[src/rtl/frame_write_channel.sv]
// Frame write channel: carves one frame into arbiter write bursts, fed from a show-ahead FIFO.
// A burst is issued only once the FIFO already holds every word that burst needs.
module frame_write_channel #(
  parameter int          MEM_DATA_BITS = 64,
  parameter logic [9:0]  BURST_LEN     = 10'd128,
  parameter logic [23:0] FRAME_WORDS   = 24'd518400
) (
  input  logic                     mem_clk,
  input  logic                     rst,
  input  logic                     write_req,
  input  logic [23:0]              write_base_addr,
  output logic                     write_req_ack,
  input  logic [15:0]              fifo_rdusedw,
  output logic                     fifo_rd_en,
  input  logic [MEM_DATA_BITS-1:0] fifo_data,
  output logic                     wr_burst_req,
  output logic [9:0]               wr_burst_len,
  output logic [23:0]              wr_burst_addr,
  input  logic                     wr_burst_data_req,
  output logic [MEM_DATA_BITS-1:0] wr_burst_data,
  input  logic                     wr_burst_finish,
  output logic                     frame_done,
  output logic                     fifo_underflow
);

  // state   | meaning
  // S_IDLE  | waiting for write_req
  // S_ACK   | frame accepted, write_req_ack high
  // S_CHECK | waiting for enough FIFO words for the next burst
  // S_BURST | burst outstanding at the arbiter
  // S_NEXT  | advance counters, end frame or go back to S_CHECK
  typedef enum logic [2:0] {
    S_IDLE  = 3'd0,
    S_ACK   = 3'd1,
    S_CHECK = 3'd2,
    S_BURST = 3'd3,
    S_NEXT  = 3'd4
  } state_t;

  state_t      r_state;
  state_t      w_next_state;

  logic [23:0] r_base;
  logic [23:0] r_words_left;
  logic [23:0] r_offset;
  logic        r_burst_req;
  logic [9:0]  r_burst_len;
  logic [23:0] r_burst_addr;
  logic        r_req_ack;
  logic        r_frame_done;
  logic        r_underflow;

  logic        w_len_is_max;
  logic [9:0]  w_cur_len;
  logic        w_fifo_ready;
  logic [23:0] w_words_after;
  logic        w_frame_end;

  // Short tail burst: words_left fits in 10 bits whenever it is below BURST_LEN
  assign w_len_is_max  = ({14'd0, BURST_LEN} < r_words_left);
  assign w_cur_len     = w_len_is_max ? BURST_LEN : r_words_left[9:0];
  assign w_fifo_ready  = ({8'd0, fifo_rdusedw} >= {14'd0, w_cur_len});
  assign w_words_after = r_words_left - {14'd0, r_burst_len};
  assign w_frame_end   = (w_words_after == 24'd0);

  always_ff @(posedge mem_clk or posedge rst) begin
    if (rst) r_state <= S_IDLE;
    else     r_state <= w_next_state;
  end

  always_comb begin
    w_next_state = r_state;
    case (r_state)
      S_IDLE:  if (write_req) w_next_state = S_ACK;
      S_ACK:   w_next_state = S_CHECK;
      S_CHECK: if (w_fifo_ready) w_next_state = S_BURST;
      S_BURST: if (wr_burst_finish) w_next_state = S_NEXT;
      S_NEXT:  w_next_state = w_frame_end ? S_IDLE : S_CHECK;
      default: w_next_state = S_IDLE;
    endcase
  end

  always_comb begin
    fifo_rd_en = 1'b0;
    if (r_state == S_BURST && !rst) fifo_rd_en = wr_burst_data_req;
  end

  always_ff @(posedge mem_clk or posedge rst) begin
    if (rst) begin
      r_base       <= 24'd0;
      r_words_left <= 24'd0;
      r_offset     <= 24'd0;
      r_burst_req  <= 1'b0;
      r_burst_len  <= 10'd0;
      r_burst_addr <= 24'd0;
      r_req_ack    <= 1'b0;
      r_frame_done <= 1'b0;
      r_underflow  <= 1'b0;
    end else begin
      r_req_ack    <= (r_state == S_IDLE) && write_req;
      r_frame_done <= (r_state == S_NEXT) && w_frame_end;
      if (fifo_rd_en && fifo_rdusedw == 16'd0) r_underflow <= 1'b1;
      case (r_state)
        S_IDLE: begin
          if (write_req) begin
            r_base       <= write_base_addr;
            r_words_left <= FRAME_WORDS;
            r_offset     <= 24'd0;
          end
        end
        S_CHECK: begin
          if (w_fifo_ready) begin
            r_burst_len  <= w_cur_len;
            r_burst_addr <= r_base + r_offset;
            r_burst_req  <= 1'b1;
          end
        end
        S_BURST: begin
          if (wr_burst_finish) r_burst_req <= 1'b0;
        end
        S_NEXT: begin
          r_words_left <= w_words_after;
          r_offset     <= r_offset + {14'd0, r_burst_len};
        end
        default: ;
      endcase
    end
  end

  assign write_req_ack  = r_req_ack;
  assign wr_burst_req   = r_burst_req;
  assign wr_burst_len   = r_burst_len;
  assign wr_burst_addr  = r_burst_addr;
  assign wr_burst_data  = fifo_data;
  assign frame_done     = r_frame_done;
  assign fifo_underflow = r_underflow;

endmodule
[config.mk]
export PLATFORM = sky130hd
export DESIGN_NAME = frame_write_channel
export DESIGN_NICKNAME = d
export VERILOG_FILES = /design/src/rtl/frame_write_channel.sv
export SDC_FILE = /design/constraint.sdc
export NUM_CORES = 1
export LEC_CHECK = 0
export ABC_AREA = 1
export CAP_MARGIN = 15
export CORE_MARGIN = 4
export CORE_UTILIZATION = 54
export DETAILED_ROUTE_END_ITERATION = 7
export GPL_TIMING_DRIVEN = 0
export PLACE_DENSITY = 0.87
export SYNTH_ARGS = -nofsm -noshare
export SYNTH_HDL_FRONTEND = slang
export SYNTH_SLANG_ARGS = --single-unit
[constraint.sdc]
create_clock -name mem_clk -period 10.52 [get_ports mem_clk]
set_input_delay 1.052 -clock mem_clk [delete_from_list [all_inputs] [get_ports mem_clk]]
set_output_delay 1.052 -clock mem_clk [all_outputs]
set_load 0.05 [all_outputs]
==> qor.csv, run 1 <==
stage,metric,value,unit
logic_synthesis,yosys_warnings,0,
placed_design,dp_hpwl,17600,microns
sta,fin_ws,6.39,ns
cells_and_area,drive_gt1_share,10.5,%
logic_synthesis,synth_edf_count,0,
route,drt_iter0_drc,626,
logic_synthesis,synthFlopType,dfrtp_1,
flow_run,drv_cap,0,
sta,skew,0.00848,ns
die,initial_core_util,55.6,%
route,totalWireLength,23300,microns
global_route,grt_max_degree,67,
die,dieArea,17200,sq um
worst_hold_path,min_to,wr_burst_addr[14],
worst_setup_path,path_class,input pin to output pin,
sta,rsz0062_at_grt,false,
clocking,cts_max_level,4,
clocking,clk_latency,0.43,ns
global_route,overflow,0,
cells_and_area,num-fill-cells,1179,
worst_hold_path,hp-class,register to register,
cells_and_area,insertedDiodeCount,0,
route,num_vias,8209,
logic_synthesis,synth_top_area_cell,dfrtp_1,
clocking,clk_pin_slew,0.06,ns
placed_design,port_buffers,147,
placed_design,placed_cells,1472,
logic_synthesis,yosysTopAreaCellShare,34.6,%
logic_synthesis,ys_types,46,
cells_and_area,fin_nets,1472,
logic_synthesis,syn_area,8170,sq um
sta,maxSlewHeadroom,43.1,%
logic_synthesis,seq_area_frac_synth,34.6,%
global_route,grt_pass1_wl,36900,microns
worst_setup_path,cp-start-kind,input pin,
worst_setup_path,crit_path_end_kind,output pin,
worst_setup_path,r2r_start,r_words_left[14],
worst_setup_path,worstPathRequired,9.47,ns
global_route,grt_usage,27.4,%
global_route,antenna_found_initial,0,
logic_synthesis,syn-instance-count,1139,
clocking,ctsResizeCount,0,
sta,drv_slew,0,
logic_synthesis,synth_area_leaders,"dfrtp_1 35%, nand2_1 15%, ha_1 8.1%",
power_and_ir_drop,p_leak,5.14,nW
clocking,cts_buffer_depth,2,
logic_synthesis,async_flop_share,100,%
worst_hold_path,hold_path.startpoint,wr_burst_addr[14],
die,core_region_area,14700,sq um
die,pin_count,212,
die,die_w,131,microns
sta,min_period,4.13,ns
clocking,cts.sinks,113,
clocking,root_buffer,clkbuf_16,
worst_setup_path,ff2ff_path_depth,17,
placed_design,dp_slack,6.33,ns
route,route.detailed.drc,0,
route,drtAntennaViolNets,0,
worst_setup_path,critPathMaxFanout,49,
sta,hold_viol,0,
clocking,hold_buffers,0,
global_route,first_global_vias,7813,
power_and_ir_drop,cellPowerDensity,235,nW/um^2
power_and_ir_drop,vdd_ir_drop_max,0.153,mV
die,die_height,131,microns
worst_setup_path,r2r-end,wr_burst_addr[13],
route,drt-vias-per-instance,5.46,
logic_synthesis,syn_avg_cell_area,7.17,sq um
sta,max_freq,0.242,GHz
cells_and_area,area_growth,28.7,%
cells_and_area,layout.cells.non_filler,1504,
sta,setup_viol,0,
placed_design,placed_area,9900,sq um
sta,final.setup.tns,0,ns
placed_design,globalplace.congestion,0.971,
clocking,cts_setup_buffers,0,
status,outcome,"finished, final reports clean",
logic_synthesis,ys_ff_latch,113,
worst_setup_path,cp.arrival,3.08,ns
worst_setup_path,worst-r2r-setup-slack,6.82,ns
route,wl_per_cell,15.5,microns
cells_and_area,stdcell_area,10500,sq um
clocking,numCtsBuffers,17,
worst_hold_path,worstHoldPathCells,2,
sta,tightest_slew,0.851,ns
clocking,cts_tree,built,
sta,finalCritPeriodShare,39.3,%
die,rows,44,
route,firstDrtPassIters,6,
==> flip-flops by register name, indices dropped and copies added (netlist names) <==
signal          flops
r_offset           24
write_req_ack       1
fifo_underflow      1
r_words_left       24
r_base             24
r_state             3
frame_done          1
wr_burst_addr      24
wr_burst_len       10
wr_burst_req        1
==> worst max path at each step <==
stage | from | end | slack (ns) | cells after the start
floorplan | rst | fifo_rd_en | 5.35 | 3
global placement | rst | fifo_rd_en | 3.37 | 5
detailed placement | rst | fifo_rd_en | 6.33 | 5
CTS | rst | fifo_rd_en | 6.33 | 5
global route | rst | fifo_rd_en | 6.18 | 5
finish | rst | fifo_rd_en | 6.39 | 5
==> synthesized netlist by cell type (2+ instances only) <==
cell type / count
a31oi_1: 3
nor2_1: 86
ha_1: 53
fa_1: 3
nand2_1: 336
nor3_2: 2
o21ai_1: 2
nand3_1: 62
clkbuf_1: 12
or2_2: 4
a32o_1: 2
a211oi_1: 2
buf_1: 2
a22o_1: 2
dfrtp_1: 113
nor3_1: 15
o211ai_1: 2
nor4_1: 6
inv_1: 140
o22ai_1: 19
nand4_1: 21
nand3b_1: 2
inv_2: 7
xor2_1: 25
nand2_2: 11
nor2_4: 2
buf_4: 64
xnor2_1: 6
o21ai_2: 3
o21a_1: 2
nor2_2: 5
o21bai_1: 5
a21oi_1: 39
o21ai_0: 66
buf_2: 4
==> layer usage <==
layer,vias to the layer above,wire length (microns),global-route usage [%]
li1,3958,-,-
met1,3784,9660,35.8
met2,405,10800,43.6
met3,62,2100,7.60
met4,0,701,9.86
met5,-,0,0
==> worst max-delay path: stages <==
cell             delay (ns)
clkdlybuf4s50_1        0.45
inv_4                  0.49
nand3_1                0.19
inv_1                  0.09
clkdlybuf4s50_1        0.80
==> power breakdown <==
part | total [W] | switching [W] | leakage [nW] | internal (W)
clock | 0.000605 | 0.000216 | 0.292 | 0.000389
combinational | 0.00122 | 0.000832 | 3.39 | 0.000390
sequential | 0.000645 | 0.0000893 | 1.46 | 0.000556
==> layout make-up <==
type                            instances  area [sq um]  area share [%]
Buffer                                 82           553            5.26
Clock buffer                           22           474            4.51
Clock inverter                         10           133            1.26
Inverter                              147           554            5.27
Multi-Input combinational cell        798          4240            40.3
Sequential cell                       113          2830            26.9
Tap cell                              184           230            2.19
Timing Repair Buffer                  148          1500            14.3
==> stage by stage <==
step / hold WS, ns / util, % / total power (W)
6_report: 0.487 / 71.5 / 0.00247
5_1_grt: 0.500 / 71.5 / 0.00262
4_1_cts: 0.487 / 71.5 / 0.00246
3_5_place_dp: 0.472 / 67.4 / 0.00185
3_3_place_gp: 0.454 / 67.2 / 0.00181
2_1_floorplan: 0.455 / - / 0.00148
==> logic make-up (layout without fill, tap and decap cells) <==
| group | count (synthesis) | count (layout) | share of synthesized area [%] |
|---|---|---|---|
| flip-flops | 113 | 113 | 34.6 |
| XOR/XNOR | 31 | 31 | 3.32 |
| AO/OA/AOI/OAI | 154 | 154 | 10.9 |
| AND/OR/NAND/NOR | 555 | 555 | 28.7 |
| other | 1 | 2 | 0.0459 |
| buffers and inverters | 229 | 409 | 13.5 |
| adder cells (fa/ha/maj) | 56 | 56 | 8.86 |
==> cell usage in the layout, fill, tap and decap left out, types with 6 or more instances in the layout <==
| cell | instances |
|---|---|
| a21oi_1 | 39 |
| buf_4 | 64 |
| clkbuf_1 | 14 |
| clkbuf_16 | 17 |
| clkdlybuf4s50_1 | 147 |
| dfrtp_1 | 113 |
| ha_1 | 53 |
| inv_1 | 139 |
| inv_2 | 7 |
| nand2_1 | 336 |
| nand2_2 | 11 |
| nand3_1 | 62 |
| nand4_1 | 21 |
| nor2_1 | 86 |
| nor3_1 | 15 |
| nor4_1 | 6 |
| o21ai_0 | 66 |
| o22ai_1 | 19 |
| xnor2_1 | 6 |
| xor2_1 | 25 |
Note: power is estimated with default switching activity, not from simulation.
==> run 2, diff against run 1 <==
- CORE_UTILIZATION: 54 -> 45
- PLACE_DENSITY: 0.87 -> 0.78
- clock period: 10.52 -> 3.8 ns (I/O delays scaled with it)
==> run 2 against run 1 <==
Wire length down 3.0%. Die area grew 19%. Cell count is 2.9% higher. Critical path type is now register to register.
==> qor.csv, run 2 (synthesis gave the netlist of run 1 again) <==
stage,metric,value,unit,change
route,wl_per_cell,14.6,microns,-5.7%
placed_design,dp_hpwl,17700,microns,+0.49%
die,initial_core_util,46.6,%,-9.0 points
worst_setup_path,slowest_stage,dfrtp_1,,
sta,finalCritPeriodShare,91.2,%,
die,core_region_area,17500,sq um,+19%
route,drt-vias-per-instance,5.11,,-6.3%
worst_setup_path,path_class,register to register,,
cells_and_area,final_cell_mix,"336 x nand2_1, 147 x clkdlybuf4s50_1, 138 x inv_1",,
clocking,clk_pin_slew,0.06,ns,about the same
worst_setup_path,r2r_start,r_words_left[12],,
worst_hold_path,hp-class,register to register,,
worst_setup_path,r2r-end,wr_burst_addr[16],,
cells_and_area,stdcell_area,10600,sq um,+0.76%
cells_and_area,fin_nets,1475,,+0.20%
power_and_ir_drop,cellPowerDensity,639,nW/um^2,+170%
worst_setup_path,cpPeakStageDelay,0.42,ns,-0.38 ns
global_route,overflow,0,,unchanged
power_and_ir_drop,vdd_ir_drop_max,0.417,mV,+170%
global_route,grt_usage,22.2,%,-5.2 points
sta,setup_viol,0,,unchanged
worst_setup_path,critPathMaxFanout,10,,-80%
cells_and_area,layout.cells.non_filler,1548,,+2.9%
global_route,grt_pass1_wl,36500,microns,-1.1%
route,drtAntennaViolNets,0,,unchanged
die,rows,48,,+9.1%
cells_and_area,insertedDiodeCount,0,,unchanged
worst_setup_path,cp_cell_sequence,nor2_1 > nand2_1 > nor3_1 > o21ai_1 > nor2_1 > inv_1 > ha_1 > a21oi_1 > o21a_1 > o221ai_1 > nand2_1 > nand3_1 > nand2_1 > clkbuf_4 > clkinvlp_4 > buf_4 > nand2_1 > nand2_1,,
placed_design,globalplace.congestion,0.934,,-3.9%
global_route,grt_max_degree,41,,-39%
placed_design,placed_cells,1514,,+2.9%
status,outcome,"finished, final reports clean",,
clocking,root_buffer,clkbuf_16,,
worst_setup_path,cp.arrival,3.78,ns,+0.70 ns
route,route.detailed.drc,0,,unchanged
cells_and_area,final_common_cell,nand2_1,,
cells_and_area,drive_gt1_share,11.0,%,+0.51 points
sta,tightest_slew,0.881,ns,+0.0305 ns
global_route,first_global_vias,7677,,-1.7%
route,num_vias,7917,,-3.6%
worst_setup_path,cp-start-kind,register,,
clocking,cts.sinks,113,,unchanged
power_and_ir_drop,p_leak,5.15,nW,about the same
placed_design,port_buffers,147,,unchanged
worst_setup_path,ff2ff_path_depth,18,,+1
worst_setup_path,path_common_cell,nand2_1,,
clocking,hold_buffers,0,,unchanged
die,die_w,143,microns,+9.0%
sta,min_period,3.47,ns,
sta,max_freq,0.289,GHz,
worst_setup_path,crit_end,wr_burst_addr[16],,
die,die_height,143,microns,+9.0%
die,pin_count,212,,unchanged
clocking,cts_buffer_depth,2,,unchanged
die,dieArea,20400,sq um,+19%
clocking,cts_tree,built,,
sta,hold_viol,0,,unchanged
worst_setup_path,worst-r2r-setup-slack,0.33,ns,-6.49 ns
worst_setup_path,worstPathRequired,4.11,ns,-5.36 ns
route,totalWireLength,22600,microns,-3.0%
clocking,clk_latency,0.42,ns,about the same
global_route,antenna_found_initial,0,,unchanged
sta,final.setup.tns,0,ns,unchanged
cells_and_area,finalCoreUtilization,60.4,%,-11 points
sta,maxSlewHeadroom,41.1,%,-1.9 points
cells_and_area,num-fill-cells,1603,,+36%
sta,skew,0.00990,ns,+0.00142 ns
route,firstDrtPassIters,5,,-1
clocking,cts_max_level,4,,unchanged
sta,drv_slew,0,,unchanged
worst_setup_path,crit_path_end_kind,register,,
placed_design,placed_area,9970,sq um,+0.66%
cells_and_area,area_growth,29.7,%,
clocking,numCtsBuffers,17,,unchanged
flow_run,drv_cap,0,,unchanged
route,drt_iter0_drc,527,,-16%
sta,rsz0062_at_grt,false,,
worst_setup_path,crit_start,r_words_left[12],,
power_and_ir_drop,power,0.00676,W,+170%
[run 2: timing repair]
action | 4_1_cts | 5_1_grt
buffers inserted | 0 | 2
gates resized for setup | 0 | 4
setup endpoints to repair | 0 | 13
[run 2: worst max-delay path, delay by kind of cell (launching register included)]
family / cells / cell delay (ns)
AO/OA/AOI/OAI: 4 / 0.71
adder cells (fa/ha/maj): 1 / 0.30
buffers and inverters: 4 / 0.65
flip-flops: 1 / 0.42
AND/OR/NAND/NOR: 9 / 1.28
[run 2: worst min path at each step]
stage                                   start                 to  slack [ns]  cells past startpoint
after detailed placement    wr_burst_addr[14]  wr_burst_addr[14]        0.47                      2
after floorplan                     r_base[0]          r_base[0]        0.46                      2
after global routing      write_base_addr[11]         r_base[11]        0.51                      3
after CTS                 write_base_addr[11]         r_base[11]        0.48                      3
after global placement         fifo_underflow     fifo_underflow        0.45                      1
final                       wr_burst_addr[14]  wr_burst_addr[14]        0.48                      2
[run 2: layer usage]
layer / vias to the layer above / track usage, % / wire length (microns)
met4: 0 / 5.55 / 342
met3: 28 / 4.66 / 1500
li1: 3962 / - / -
met1: 3622 / 29.1 / 9930
met5: - / 0 / 0
met2: 305 / 37.5 / 10800
[run 2: final cells by class]
cell class	count	area, sq um	share of cell area, %
Multi-Input combinational cell	798	4240	40.0
Sequential cell	113	2830	26.7
Timing Repair Buffer	151	1530	14.4
Inverter	147	559	5.28
Buffer	82	557	5.26
Clock buffer	20	467	4.41
Tap cell	225	282	2.66
Clock inverter	12	133	1.25
[run 2: power breakdown]
part           switching, W  internal [W]  leakage [nW]  total (W)
clock network      0.000596       0.00102         0.288    0.00161
logic               0.00227       0.00110          3.40    0.00337
registers          0.000242       0.00154          1.46    0.00178
total               0.00311       0.00366          5.15    0.00676
[run 2: metrics by stage]
stage                     hold WS [ns]  setup WS [ns]
after floorplan                  0.455          0.778
after global placement           0.452          -1.01
after detailed placement         0.466          0.230
final                            0.476          0.334
after global routing             0.506        0.00980
after CTS                        0.476          0.203
==> run 3, diff against run 2 <==
- RECOVER_POWER: unset -> 25
==> run 3 against run 2 <==
The flow now finishes with violations (capacitance limit, slew limit). Flip-flop and latch count unchanged. Cell count is the same. Worst setup slack lost 0.024 ns. Core utilization shrank 0.19 points. Die area is the same. Register-to-register slack got worse by 0.02 ns. Clock power is essentially flat. Worst hold slack worse by 0.00053 ns. Sequential share of layout area increased by 0.082 points. Combinational power about the same. Power hardly changed. Critical endpoint unchanged.
==> qor.csv, run 3 (synthesis gave the netlist of run 1 again) <==
stage,metric,value,unit,change
cells_and_area,insertedDiodeCount,0,,unchanged
power_and_ir_drop,vdd_ir_drop_max,0.416,mV,-0.25%
global_route,grt_usage,22.2,%,unchanged
route,totalWireLength,22600,microns,-0.15%
clocking,cts_tree,built,,
route,drtAntennaViolNets,0,,unchanged
worst_setup_path,cp.arrival,3.81,ns,+0.03 ns
global_route,overflow,0,,unchanged
power_and_ir_drop,p_leak,5.13,nW,-0.31%
sta,drv_slew,80,,+80
cells_and_area,stdcell_area,10600,sq um,-0.31%
clocking,root_buffer,clkbuf_16,,
global_route,first_global_vias,7677,,unchanged
route,firstDrtPassIters,5,,unchanged
placed_design,dp_hpwl,17700,microns,unchanged
cells_and_area,finalCoreUtilization,60.2,%,-0.19 points
route,drt-vias-per-instance,5.13,,+0.35%
die,initial_core_util,46.6,%,unchanged
route,drt_iter0_drc,507,,-3.8%
sta,skew,0.0127,ns,+0.00279 ns
sta,rsz0062_at_grt,false,,
placed_design,placed_area,9970,sq um,unchanged
clocking,clk_latency,0.42,ns,about the same
worst_setup_path,cpPeakStageDelay,0.42,ns,about the same
power_and_ir_drop,p_clk_share,23.8,%,about the same
route,route.detailed.drc,0,,unchanged
die,dieArea,20400,sq um,unchanged
worst_setup_path,path_class,register to register,,
cells_and_area,seq_area,2830,sq um,unchanged
power_and_ir_drop,p_int,0.00365,W,-0.11%
sta,maxSlewHeadroom,-43.6,%,-85 points
die,core_region_area,17500,sq um,unchanged
worst_setup_path,crit_path_end_kind,register,,
worst_setup_path,worst-path-buf-inv,4,,unchanged
die,die_w,143,microns,unchanged
die,pin_count,212,,unchanged
power_and_ir_drop,seq_power_share,26.4,%,about the same
sta,finalCritPeriodShare,91.8,%,+0.64 points
sta,tightest_slew,2.15,ns,+1.27 ns
flow_run,drv_cap,2,,+2
power_and_ir_drop,cellPowerDensity,640,nW/um^2,+0.26%
sta,max_freq,0.287,GHz,-0.69%
worst_setup_path,cp-start-kind,register,,
worst_setup_path,worstPathRequired,4.12,ns,about the same
cells_and_area,area_growth,29.3,%,
sta,min_period,3.49,ns,+0.0242 ns
placed_design,globalplace.congestion,0.934,,unchanged
clocking,numCtsBuffers,17,,unchanged
sta,setup_viol,0,,unchanged
worst_hold_path,hp-class,register to register,,
worst_setup_path,worst-r2r-setup-slack,0.31,ns,-0.02 ns
clocking,cts_max_level,4,,unchanged
die,rows,48,,unchanged
cells_and_area,final_common_cell,nand2_1,,
route,num_vias,7945,,+0.35%
clocking,cts_buffer_depth,2,,unchanged
sta,hold_viol,0,,unchanged
sta,final.setup.tns,0,ns,unchanged
worst_setup_path,cp_top_family,simple AND/OR/NAND/NOR gates,,
cells_and_area,num-fill-cells,1605,,+0.12%
clocking,clk_pin_slew,0.06,ns,about the same
worst_setup_path,cp_cell_sequence,nor2_1 > nand2_1 > nor3_1 > o21ai_1 > nor2_1 > inv_1 > ha_1 > a21oi_1 > o21a_1 > o221ai_1 > nand2_1 > nand3_1 > nand2_1 > clkbuf_4 > clkinvlp_4 > buf_4 > nand2_1 > nand2_1,,
global_route,grt_max_degree,41,,unchanged
power_and_ir_drop,switching_share,46.0,%,about the same
worst_setup_path,slowest_stage,dfrtp_1,,
cells_and_area,drive_gt1_share,10.8,%,-0.15 points
die,die_height,143,microns,unchanged
worst_setup_path,path_common_cell,nand2_1,,
route,wl_per_cell,14.6,microns,-0.15%
status,violations,"capacitance limit, slew limit",,
global_route,antenna_found_initial,0,,unchanged
worst_setup_path,critPathMaxFanout,10,,unchanged
global_route,grt_pass1_wl,36500,microns,unchanged
status,outcome,"complete, but fails checks",,
power_and_ir_drop,comb_power_share,49.8,%,about the same
placed_design,port_buffers,147,,unchanged
cells_and_area,final_cell_mix,"336 x nand2_1, 146 x clkdlybuf4s50_1, 138 x inv_1",,
cells_and_area,multi_input_area,4240,sq um,unchanged
clocking,cts.sinks,113,,unchanged
power_and_ir_drop,p_sw,0.00311,W,about the same
clocking,hold_buffers,0,,unchanged
cells_and_area,fin_nets,1475,,unchanged
-- run 3: stage by stage --
step | setup slack, ns | hold slack (ns) | power (W) | cells
floorplan | 0.778 | 0.455 | 0.00411 | 1140
global placement | -1.01 | 0.452 | 0.00503 | 1512
detailed placement | 0.230 | 0.466 | 0.00510 | 1514
CTS | 0.203 | 0.476 | 0.00674 | 1546
global route | 0.00980 | 0.506 | 0.00720 | 1548
finish | 0.310 | 0.476 | 0.00676 | 1548
-- run 3: worst paths after layout --
path	from	endpoint	depth (start not counted)
max	r_words_left[12]	wr_burst_addr[16]	18
min	wr_burst_addr[14]	wr_burst_addr[14]	2
max reg2reg	r_words_left[12]	wr_burst_addr[16]	18
min reg2reg	wr_burst_addr[14]	wr_burst_addr[14]	2
max in group asynchronous	rst	r_words_left[16]	3
min in group asynchronous	rst	r_state[2]	2
-- run 3: tightest hold or removal path, delay by kind of cell, from the launching register on --
kind          cells  cell delay (ns)
flops             1             0.34
simple gates      2             0.11
-- run 3: cell type report --
cell class / count / share of cell area [%]
sequential: 113 / 26.8
buffer: 82 / 5.27
tap: 225 / 2.67
multi-input combinational: 798 / 40.1
clock buffer: 20 / 4.42
inverter: 147 / 5.30
timing repair buffer: 151 / 14.2
clock inverter: 12 / 1.26
-- run 3: power groups by stage --
stage	Sequential [W]	Combinational (W)	Clock (W)
5_1_grt	0.00182	0.00370	0.00168
3_5_place_dp	0.00179	0.00330	0
2_1_floorplan	0.00217	0.00194	0
6_report	0.00178	0.00337	0.00161
3_3_place_gp	0.00179	0.00324	0
4_1_cts	0.00178	0.00333	0.00164
-- run 3: repair_timing --
action                     4_1_cts  5_1_grt
gates resized for setup          0        4
setup buffers                    0        2
setup endpoints to repair        0       13
hold endpoints to repair         0        0
-- run 3: per-layer routing --
metal	up-vias	routed length [microns]	global-route usage, %	part of all wire, %
met5	-	0	0	0
met4	0	283	5.55	1.3
met3	28	1460	4.66	6.5
met2	292	10900	37.5	48
met1	3659	9900	29.1	44
li1	3966	-	-	-
